<file path="config.mk">
export PLATFORM = sky130hd
export DESIGN_NAME = note_detector
export DESIGN_NICKNAME = d
export VERILOG_FILES = /design/src/rtl/note_detector.sv
export SDC_FILE = /design/constraint.sdc
export NUM_CORES = 1
export LEC_CHECK = 0
export CAP_MARGIN = 10
export CORE_ASPECT_RATIO = 1.1
export CORE_UTILIZATION = 47
export CTS_CLUSTER_SIZE = 25
export DETAILED_ROUTE_END_ITERATION = 8
export HOLD_SLACK_MARGIN = 0.02
export PLACE_DENSITY = 0.74
export SLEW_MARGIN = 20
export SYNTH_ARGS = -nofsm -noshare
export SYNTH_HDL_FRONTEND = slang
export SYNTH_SLANG_ARGS = --single-unit
</file>
<file path="constraint.sdc">
create_clock -name clk -period 1.8 [get_ports clk]
set_clock_uncertainty 0.15 [all_clocks]
set_input_delay 0.27 -clock clk [delete_from_list [all_inputs] [get_ports clk]]
set_output_delay 0.27 -clock clk [all_outputs]
set_load 0.1 [all_outputs]
</file>
<file path="src/rtl/note_detector.sv">
// note_detector: measures the high and low phase lengths of a square-wave
// note signal in clock cycles and reports each completed high+low pair.
//
// Ports:
//   clk      - system clock, rising edge
//   rst      - synchronous active-high reset
//   note     - square-wave input, same clock domain as clk
//   state    - current FSM state (SYNC=0000, MEAS_HIGH=0100, MEAS_LOW=0001)
//   high_len - length of the last complete high phase, in cycles
//   low_len  - length of the last complete low phase, in cycles
//   valid    - one-cycle pulse, high_len/low_len hold a new measurement
//   timeout  - one-cycle pulse, a phase exceeded 255 cycles and was dropped
//
// Build option: define NOTE_DETECTOR_SYNC_EN to put a 2-flop synchroniser
// in front of the edge detector (all responses move 2 cycles later).
module note_detector (
    input  logic       clk,
    input  logic       rst,
    input  logic       note,
    output logic [3:0] state,
    output logic [7:0] high_len,
    output logic [7:0] low_len,
    output logic       valid,
    output logic       timeout
);

    localparam int unsigned CNT_W = 8;

    localparam logic [3:0] SYNC      = 4'b0000;
    localparam logic [3:0] MEAS_HIGH = 4'b0100;
    localparam logic [3:0] MEAS_LOW  = 4'b0001;

    localparam logic [CNT_W-1:0] CNT_MAX = CNT_W'(255);
    localparam logic [CNT_W-1:0] CNT_ONE = CNT_W'(1);

    logic w_note;

`ifdef NOTE_DETECTOR_SYNC_EN
    logic r_sync1;
    logic r_sync2;

    // Two-flop synchroniser ahead of the edge detector
    always_ff @(posedge clk) begin
        if (rst) begin
            r_sync1 <= 1'b0;
            r_sync2 <= 1'b0;
        end else begin
            r_sync1 <= note;
            r_sync2 <= r_sync1;
        end
    end

    assign w_note = r_sync2;
`else
    assign w_note = note;
`endif

    logic             r_note_q;
    logic [3:0]       r_state;
    logic [CNT_W-1:0] r_cnt;
    logic [CNT_W-1:0] r_hi_tmp;
    logic [CNT_W-1:0] r_high_len;
    logic [CNT_W-1:0] r_low_len;
    logic             r_valid;
    logic             r_timeout;

    logic             w_rise;
    logic             w_fall;
    logic [3:0]       w_state_nxt;
    logic [CNT_W-1:0] w_cnt_nxt;
    logic [CNT_W-1:0] w_hi_tmp_nxt;
    logic [CNT_W-1:0] w_high_len_nxt;
    logic [CNT_W-1:0] w_low_len_nxt;
    logic             w_valid_nxt;
    logic             w_timeout_nxt;

    assign w_rise = w_note & ~r_note_q;
    assign w_fall = ~w_note & r_note_q;

    // State and measurement registers
    always_ff @(posedge clk) begin
        if (rst) begin
            r_note_q   <= 1'b0;
            r_state    <= SYNC;
            r_cnt      <= '0;
            r_hi_tmp   <= '0;
            r_high_len <= '0;
            r_low_len  <= '0;
            r_valid    <= 1'b0;
            r_timeout  <= 1'b0;
        end else begin
            r_note_q   <= w_note;
            r_state    <= w_state_nxt;
            r_cnt      <= w_cnt_nxt;
            r_hi_tmp   <= w_hi_tmp_nxt;
            r_high_len <= w_high_len_nxt;
            r_low_len  <= w_low_len_nxt;
            r_valid    <= w_valid_nxt;
            r_timeout  <= w_timeout_nxt;
        end
    end

    // Next-state and next-output logic; an edge takes priority over the
    // saturation check, so a 255-cycle phase is still measured.
    always_comb begin
        w_state_nxt    = r_state;
        w_cnt_nxt      = r_cnt;
        w_hi_tmp_nxt   = r_hi_tmp;
        w_high_len_nxt = r_high_len;
        w_low_len_nxt  = r_low_len;
        w_valid_nxt    = 1'b0;
        w_timeout_nxt  = 1'b0;

        case (r_state)
            SYNC: begin
                if (w_rise) begin
                    w_state_nxt = MEAS_HIGH;
                    w_cnt_nxt   = CNT_ONE;
                end
            end
            MEAS_HIGH: begin
                if (w_fall) begin
                    w_hi_tmp_nxt = r_cnt;
                    w_cnt_nxt    = CNT_ONE;
                    w_state_nxt  = MEAS_LOW;
                end else if (r_cnt == CNT_MAX) begin
                    w_state_nxt   = SYNC;
                    w_cnt_nxt     = '0;
                    w_timeout_nxt = 1'b1;
                end else begin
                    w_cnt_nxt = r_cnt + CNT_ONE;
                end
            end
            MEAS_LOW: begin
                if (w_rise) begin
                    w_high_len_nxt = r_hi_tmp;
                    w_low_len_nxt  = r_cnt;
                    w_valid_nxt    = 1'b1;
                    w_cnt_nxt      = CNT_ONE;
                    w_state_nxt    = MEAS_HIGH;
                end else if (r_cnt == CNT_MAX) begin
                    w_state_nxt   = SYNC;
                    w_cnt_nxt     = '0;
                    w_timeout_nxt = 1'b1;
                end else begin
                    w_cnt_nxt = r_cnt + CNT_ONE;
                end
            end
            default: begin
                w_state_nxt = SYNC;
                w_cnt_nxt   = '0;
            end
        endcase
    end

    assign state    = r_state;
    assign high_len = r_high_len;
    assign low_len  = r_low_len;
    assign valid    = r_valid;
    assign timeout  = r_timeout;

endmodule

</file>
### After elaboration in Yosys (flattened, before gate mapping)

Cells that the tools add are included.

* flip-flop bits (word level): 39
* input port bits: 3
* output and inout port bits: 22

* $add $sub $neg: 1
* equal/unequal tests: 4
* mux-type cells: 15
* bitwise gates (word level): 5
* reduce and logical (&&, ||, !) cells: 4

Operator list (count)
* $mux W8: 4
* $pmux W8 S3: 1
* $mux W4: 4
* $pmux W4 S3: 1
* $add A8 B1 Y8 const B: 1
* $eq A8 B8 Y1 const B: 1
* $eq A4 B1 Y1 const B: 1
* $eq A4 B3 Y1 const B: 1
* $logic_not A4 Y1: 1
* $mux W1: 4
* $reduce_and A2 Y1: 2
* $not A1 Y1: 3
* $and A1 B1 Y1: 2
* $ne A2 B2 Y1 const B: 1
* $pmux W1 S2: 1
* $reduce_or A2 Y1: 1

### Depth between registers and ports, before layout

Gate-level depths: netlist of the first run.

* word-level depth: 4
* gate-level depth with buffers: 7
* gate-level depth less buffers: 5

### Worst setup path before layout of the first run

OpenSTA, ideal clock, no wires.

* kind: reg2reg
* from: register r_state[0], in the netlist state[0]
* to: register r_cnt[6]
* arrival time: 2.120 ns
* slack: -0.550 ns
* cell stages (with the launch flop): 7
* cells stage by stage: dfxtp_1 -> buf_6 -> or3_1 -> buf_6 -> nor3_4 -> or4_1 -> a211oi_2

* longest elaborated chain between the ends: 2

Ends and longest elaborated chain
* start: declaration: RTL line 59 `logic [3:0] r_state;`
* start signal: assignment: RTL line 93 `r_state <= w_state_nxt;`
* $eq A4 B1 Y1 (tied with other cells): RTL line 114 `case (r_state)`
* $pmux W8 S3 / $ne A2 B2 Y1 (equally long branches)
* end signal: assignment: RTL line 94 `r_cnt <= w_cnt_nxt;`
* end: declaration: RTL line 60 `logic [CNT_W-1:0] r_cnt;`

Several ways; a longest one is shown, not always the timed one.
A chain may end at the register's enable or synchronous reset.

### Worst setup path after layout of the first run

* from: register r_state[3], in the netlist state[3]
* to: register r_hi_tmp[3]

* longest elaborated chain between the ends: 2

Ends and longest elaborated chain
* $eq A4 B3 Y1: RTL line 114
* $reduce_and A2 Y1 (no source line)
* end signal: assignment: RTL line 95 `r_hi_tmp <= w_hi_tmp_nxt;`
* end: declaration: RTL line 61 `logic [CNT_W-1:0] r_hi_tmp;`

Every way passes these cells.

==> summary.txt, run 1 <==
Status
  – Status: complete, no violations

Clock tree
  – Root Buffer: clkbuf_4
  – Clock sink total: 39
  – Clk slew on worst S/H paths: 110 ps
  – CTS tree: built
  – Inserted Clock Buffers: 5
  – CTS H-tree depth: 2
  – Clk Latency, worst-skew pair: 340 ps
  – Largest buffer count on any clock path: 2

Routing
  – DRT Pass-1 Iters: 4
  – Via density per instance: 5.29
  – DR iter-0 viols: 35
  – Routed Antenna Nets: 0
  – Wirelength per Cell: 14.1 um
  – Number of remaining DRC errors: 0
  – Post-Route WL: 3.91 mm
  – DR vias: 1472

Critical path
  – Setup crit end kind: flip-flop
  – Worst Path Class, Setup: reg -> reg
  – Worst Path Max Fanout: 9
  – Startpoint Class: flip-flop
  – Crit path arrival time: 1840 ps
  – Data required time of the worst path: 1880 ps

Power
  – Leakage power: 0.869 nW
  – Pwr Density: 586 nW/um2
  – Int Pwr: 0.00106 W
  – Sequential group share of total power: 0.614
  – Switching Fraction: 0.249
  – Clock power frac: 0.304
  – Peak supply drop: 0.000392 V
  – Combinational share of power: 0.082
  – Psw: 0.000351 W

Cells and area
  – Nets: 233
  – Area Overhead vs Synth: 45.1%
  – Utilization after layout: 0.718
  – # diodes: 0
  – Fraction of layout cells with a size suffix above 1: 0.313

Floorplan
  – Ports: 25
  – Die Width: 58.7 um
  – Area of the core: 3360 um2
  – Starting density of the core: 0.495
  – Rows: 22
  – Die area: 3780 um2
  – DIE HEIGHT: 64.4 um

Run
  – Max cap viols: 0

STA
  – RSZ-0062 raised after global routing: yes
  – Hold WS: 323 ps
  – Final slew viol count: 0
  – Final period util: 0.978
  – Fmax achieved: 568 MHz
  – Fin worst setup slack: 40.1 ps
  – Final Hold Vio Count: 0
  – Final setup viols: 0
  – Min Tclk post-route: 1760 ps

Logic synthesis
  – Post-synth EDFFs: 0
  – Post-synth top flop: dfxtp_1
  – Netlist cell types: 39
  – Ys async rst share: 0
  – Post-synth top cells: dfxtp_1 (39), nand2_1 (37), a21oi_1 (17), nor2_1 (14), mux2i_1 (8)
  – Avg Cell Area, Syn: 9.14 um2
  – Register area share after synthesis: 0.470
  – Synth area leader: dfxtp_1
  – Synth top area share: 0.470
  – #FFs+latches synth: 39
  – Post-Synthesis Cells: 182
  – Dominant cells by area after synthesis: dfxtp_1 (47%), nand2_1 (8.4%), a21oi_1 (5.1%)
  – Cell area after synthesis: 1660 um2
  – Top-count cell post-synth: dfxtp_1
  – Synth warn: 0

Place
  – Placer Congestion: 0.850
  – PortBufs: 24
  – Pre-CTS setup slack: -186 ps
  – DP Wirelength: 2.67 mm

Global route
  – Total grt overflow: 0
  – Largest net degree at the start of global routing: 36
  – Total global-route track usage: 0.229
  – Initial antenna violation count: 0
  – First-pass GRT wire length: 6.35 mm
  – Vias in the first global route: 1438

Worst hold path
  – Hold WC Path Type: reg -> reg
==> timing repair <==
action | 4_1_cts | 5_1_grt
resized for setup | 1 | 1
pin swaps | 1 | 1
hold buffers | 0 | 0
buffers inserted | 1 | 0
endpoints found under the setup margin | 6 | 11
==> layer usage <==
metal / track usage / vias to the layer above / wire [um]
li1: - / 722 / -
met1: 0.234 / 693 / 1530
met2: 0.394 / 40 / 2030
met3: 0.0607 / 17 / 165
met4: 0.164 / 0 / 186
met5: 0 / - / 0
==> path summary, 6_finish.rpt <==
kind,startpoint,endpoint,slack [ps],cells past startpoint
hold / removal,r_hi_tmp[7],high_len[7],320,2
setup / recovery,state[3],r_hi_tmp[3],40,6
hold reg to reg,r_hi_tmp[7],high_len[7],320,2
setup reg to reg,state[3],r_hi_tmp[3],40,6
==> registers in the layout, summed over array words and instances (netlist names) <==
register,flops
r_cnt,8
valid,1
r_note_q,1
low_len,8
timeout,1
high_len,8
r_hi_tmp,8
state,4
==> placed cells by master, fill, tap and decap left out, types with 2 or more instances in the layout <==
master            n
a211oi_2          2
a21oi_1          17
and3_1            4
buf_12           24
buf_4            26
clkbuf_1          2
clkbuf_4          5
clkdlybuf4s50_1   2
conb_1            2
dfxtp_1          35
dfxtp_4           4
mux2i_1           8
nand2_1          37
nand2b_1          2
nand3_1           3
nor2_1           14
nor2b_1           4
nor3_1            2
nor3_2            4
nor4_1            2
o21ai_0           2
o31ai_1           5
or3_4             2
xor2_1            4
==> layout make-up <==
class	instances	area [um2]
inverter	1	3.75
sequential	39	796
fill	257	946
clock inverter	1	5.00
multi-input combinational	130	807
tap	48	60.1
clock buffer	7	45.0
timing repair buffer	52	696
==> power by group through the flow <==
stage	clock network (W)	logic [W]	registers, W
floorplan	0	0.0000455	0.000908
detailed placement	0	0.000108	0.000887
global placement	0	0.000105	0.000887
CTS	0.000436	0.000114	0.000868
global route	0.000483	0.000122	0.000869
finish	0.000430	0.000116	0.000868
==> cell families (layout without fill, tap and decap cells) <==
logic type | Yosys count | count (layout) | share of synthesized area
AOI/OAI and AO/OA | 35 | 35 | 0.160
DFF | 39 | 39 | 0.470
buffers and inverters | 14 | 61 | 0.0534
xor gates and xnor gates | 5 | 5 | 0.0263
muxes | 8 | 8 | 0.0482
other | 1 | 2 | 0.00226
adders and majority gates | 1 | 1 | 0.00752
and+or+nand+nor | 79 | 79 | 0.233
==> stage by stage <==
| stage | total power, W | instances | TNS [ps] | area (um2) |
|---|---|---|---|---|
| floorplan | 0.000953 | 183 | -147 | 1680 |
| global placement | 0.000992 | 269 | -1400 | 2330 |
| detailed placement | 0.000995 | 269 | -3570 | 2330 |
| CTS | 0.00142 | 278 | 0 | 2410 |
| global route | 0.00147 | 278 | -21.7 | 2410 |
| finish | 0.00141 | 278 | 0 | 2410 |
==> worst max-delay path, stage by stage (launching register included) <==
cell	delay (ps)
dfxtp_4	360
buf_4	150
nor3_1	300
and3_1	270
buf_12	160
mux2i_1	200
nor2_1	60
No activity file was read; power rests on OpenSTA's default activity.
==> run 2: changes to the inputs <==
Settings changed: GPL_TIMING_DRIVEN from default to 0.
==> run 2 against run 1 <==
Against the previous run: cell area decreased by 8.9%; maximum frequency fell by 0.45%; utilization fell by 6.4 points; worst setup slack got worse by 7.9 ps; critical path depth is 5 lower; critical endpoint is now state[2]; highest routed layer unchanged.
==> summary.txt, run 2 (synthesized netlist as in run 1, its figures left out) <==
Critical path
  – Critical path, cell by cell: clkdlybuf4s18_2
  – Setup crit end: state[2]
  – Crit path depth: 1
  – Crit path arrival time: 1350 ps
  – Worst Path Class, Setup: reg -> out
  – Worst Path Max Fanout: 7
  – Setup slack, reg-to-reg: 40 ps
  – FF-to-FF End: r_cnt[4]
  – Crit path max-delay family: buffers and inverters
  – Critical-path top delay cell: clkdlybuf4s18_2
  – Data required time of the worst path: 1380 ps
  – CP max stage delay: 560 ps
  – Startpoint Class: flip-flop
  – Worst r2r path cells: 6
  – Crit path buffers/inverters: 1
  – Crit path from: state[2]
  – Setup crit end kind: output port
  – Worst r2r src: r_cnt[4]

Power
  – Switching Fraction: 0.240
  – Pwr Total: 0.00147 W
  – Leakage power: 0.721 nW
  – Int Pwr: 0.00112 W
  – Peak supply drop: 0.000378 V
  – Clock power frac: 0.346
  – Combinational share of power: 0.066
  – Psw: 0.000353 W
  – Sequential group share of total power: 0.588
  – Pwr Density: 669 nW/um2

Clock tree
  – Largest buffer count on any clock path: 2
  – Inserted Clock Buffers: 5
  – Clk slew on worst S/H paths: 120 ps
  – Root Buffer: clkbuf_4
  – Clock sink total: 39
  – CTS tree: built
  – CTS H-tree depth: 2
  – Clk Latency, worst-skew pair: 350 ps

Routing
  – DR iter-0 viols: 53
  – Wirelength per Cell: 13.8 um
  – DR vias: 1410
  – Number of remaining DRC errors: 0
  – Routed Antenna Nets: 0
  – DRT Pass-1 Iters: 4
  – Via density per instance: 5.32
  – Post-Route WL: 3.65 mm

Global route
  – Total global-route track usage: 0.211
  – Total grt overflow: 0
  – Vias in the first global route: 1333
  – First-pass GRT wire length: 5.98 mm
  – Initial antenna violation count: 0
  – Largest net degree at the start of global routing: 12

STA
  – Worst-margin pin slew: 588 ps
  – Hold WS: 167 ps
  – Min Tclk post-route: 1770 ps
  – Fmax achieved: 566 MHz
  – Final setup viols: 0
  – Final slew viol count: 0
  – Final period util: 0.982
  – Fin worst setup slack: 32.2 ps
  – Final Hold Vio Count: 0
  – Max-slew headroom at the worst pin: 0.608

Cells and area
  – Nets: 220
  – Finished Cell Area: 2200 um2
  – Area Overhead vs Synth: 32.1%
  – Fraction of layout cells with a size suffix above 1: 0.327
  – # fillers: 286
  – Most common cell after layout, fill and taps aside: nand2_1
  – Utilization after layout: 0.654
  – Most frequent cells in the layout: nand2_1 (37), dfxtp_1 (28), clkdlybuf4s15_2 (21)
  – # diodes: 0

Worst hold path
  – Hold WC Path Type: in -> reg

Floorplan
  – Starting density of the core: 0.495
  – Die area: 3780 um2
  – Rows: 22
  – DIE HEIGHT: 64.4 um
  – Die Width: 58.7 um
  – Ports: 25
  – Area of the core: 3360 um2

Status
  – Status: complete, no violations

Place
  – PortBufs: 23
  – Placer Congestion: 0.819
  – DP Wirelength: 2.46 mm
  – Placed Area: 1970 um2
  – Pre-CTS setup slack: -450 ps

Run
  – Max cap viols: 0
[run 2: changes by cell type in the layout (fill, tap and decap cells not counted), moves of 2 or more]
cell             change
buf_4               -21
nor2b_1              -2
buf_6                +2
dfxtp_4              +4
dfxtp_1              -7
buf_12              -23
dfxtp_2              +3
clkdlybuf4s15_2     +21
clkbuf_8             +2
clkbuf_1             +2
[run 2: power by group through the flow]
stage	clock [W]	sequential (W)	combinational, W
5_1_grt	0.000557	0.000866	0.000103
3_3_place_gp	0	0.000889	0.0000829
6_report	0.000508	0.000865	0.0000977
2_1_floorplan	0	0.000908	0.0000455
4_1_cts	0.000520	0.000865	0.0000921
3_5_place_dp	0	0.000889	0.0000839
[run 2: final cells by class]
cell class / instances / area, um2 / share of cell area
Buffer: 11 / 77.6 / 0.0353
Clock buffer: 8 / 68.8 / 0.0313
Inverter: 1 / 3.75 / 0.00171
Multi-Input combinational cell: 130 / 866 / 0.394
Sequential cell: 39 / 815 / 0.371
Tap cell: 48 / 60.1 / 0.0273
Timing Repair Buffer: 28 / 307 / 0.140
[run 2: how the worst min path moves through the flow]
stage,cells past startpoint,slack [ps],end,startpoint
2_1_floorplan,1,250,r_note_q,note
3_3_place_gp,2,290,high_len[6],high_len[6]
3_5_place_dp,2,290,high_len[6],high_len[6]
4_1_cts,2,150,r_note_q,rst
5_1_grt,2,170,r_note_q,rst
6_report,2,170,r_note_q,rst
[run 2: repair_timing]
action / CTS / global route
gates resized for setup: 82 / 14
endpoints found under the setup margin: 40 / 17
buffers inserted: 3 / 2
hold buffers: 0 / 0
pin swaps: 2 / 7
[run 2: stage by stage]
step,std cells,setup TNS (ps)
final,265,0
after detailed placement,254,-8830
after global routing,265,-66.5
after floorplan,183,-147
after global placement,254,-7430
after CTS,265,-2.08
[run 2: routing by layer]
layer	up-vias	wire, um	GRT usage
li1	696	-	-
met1	663	1510	0.247
met2	42	1920	0.358
met3	9	153	0.0547
met4	0	65	0.0893
met5	-	0	0
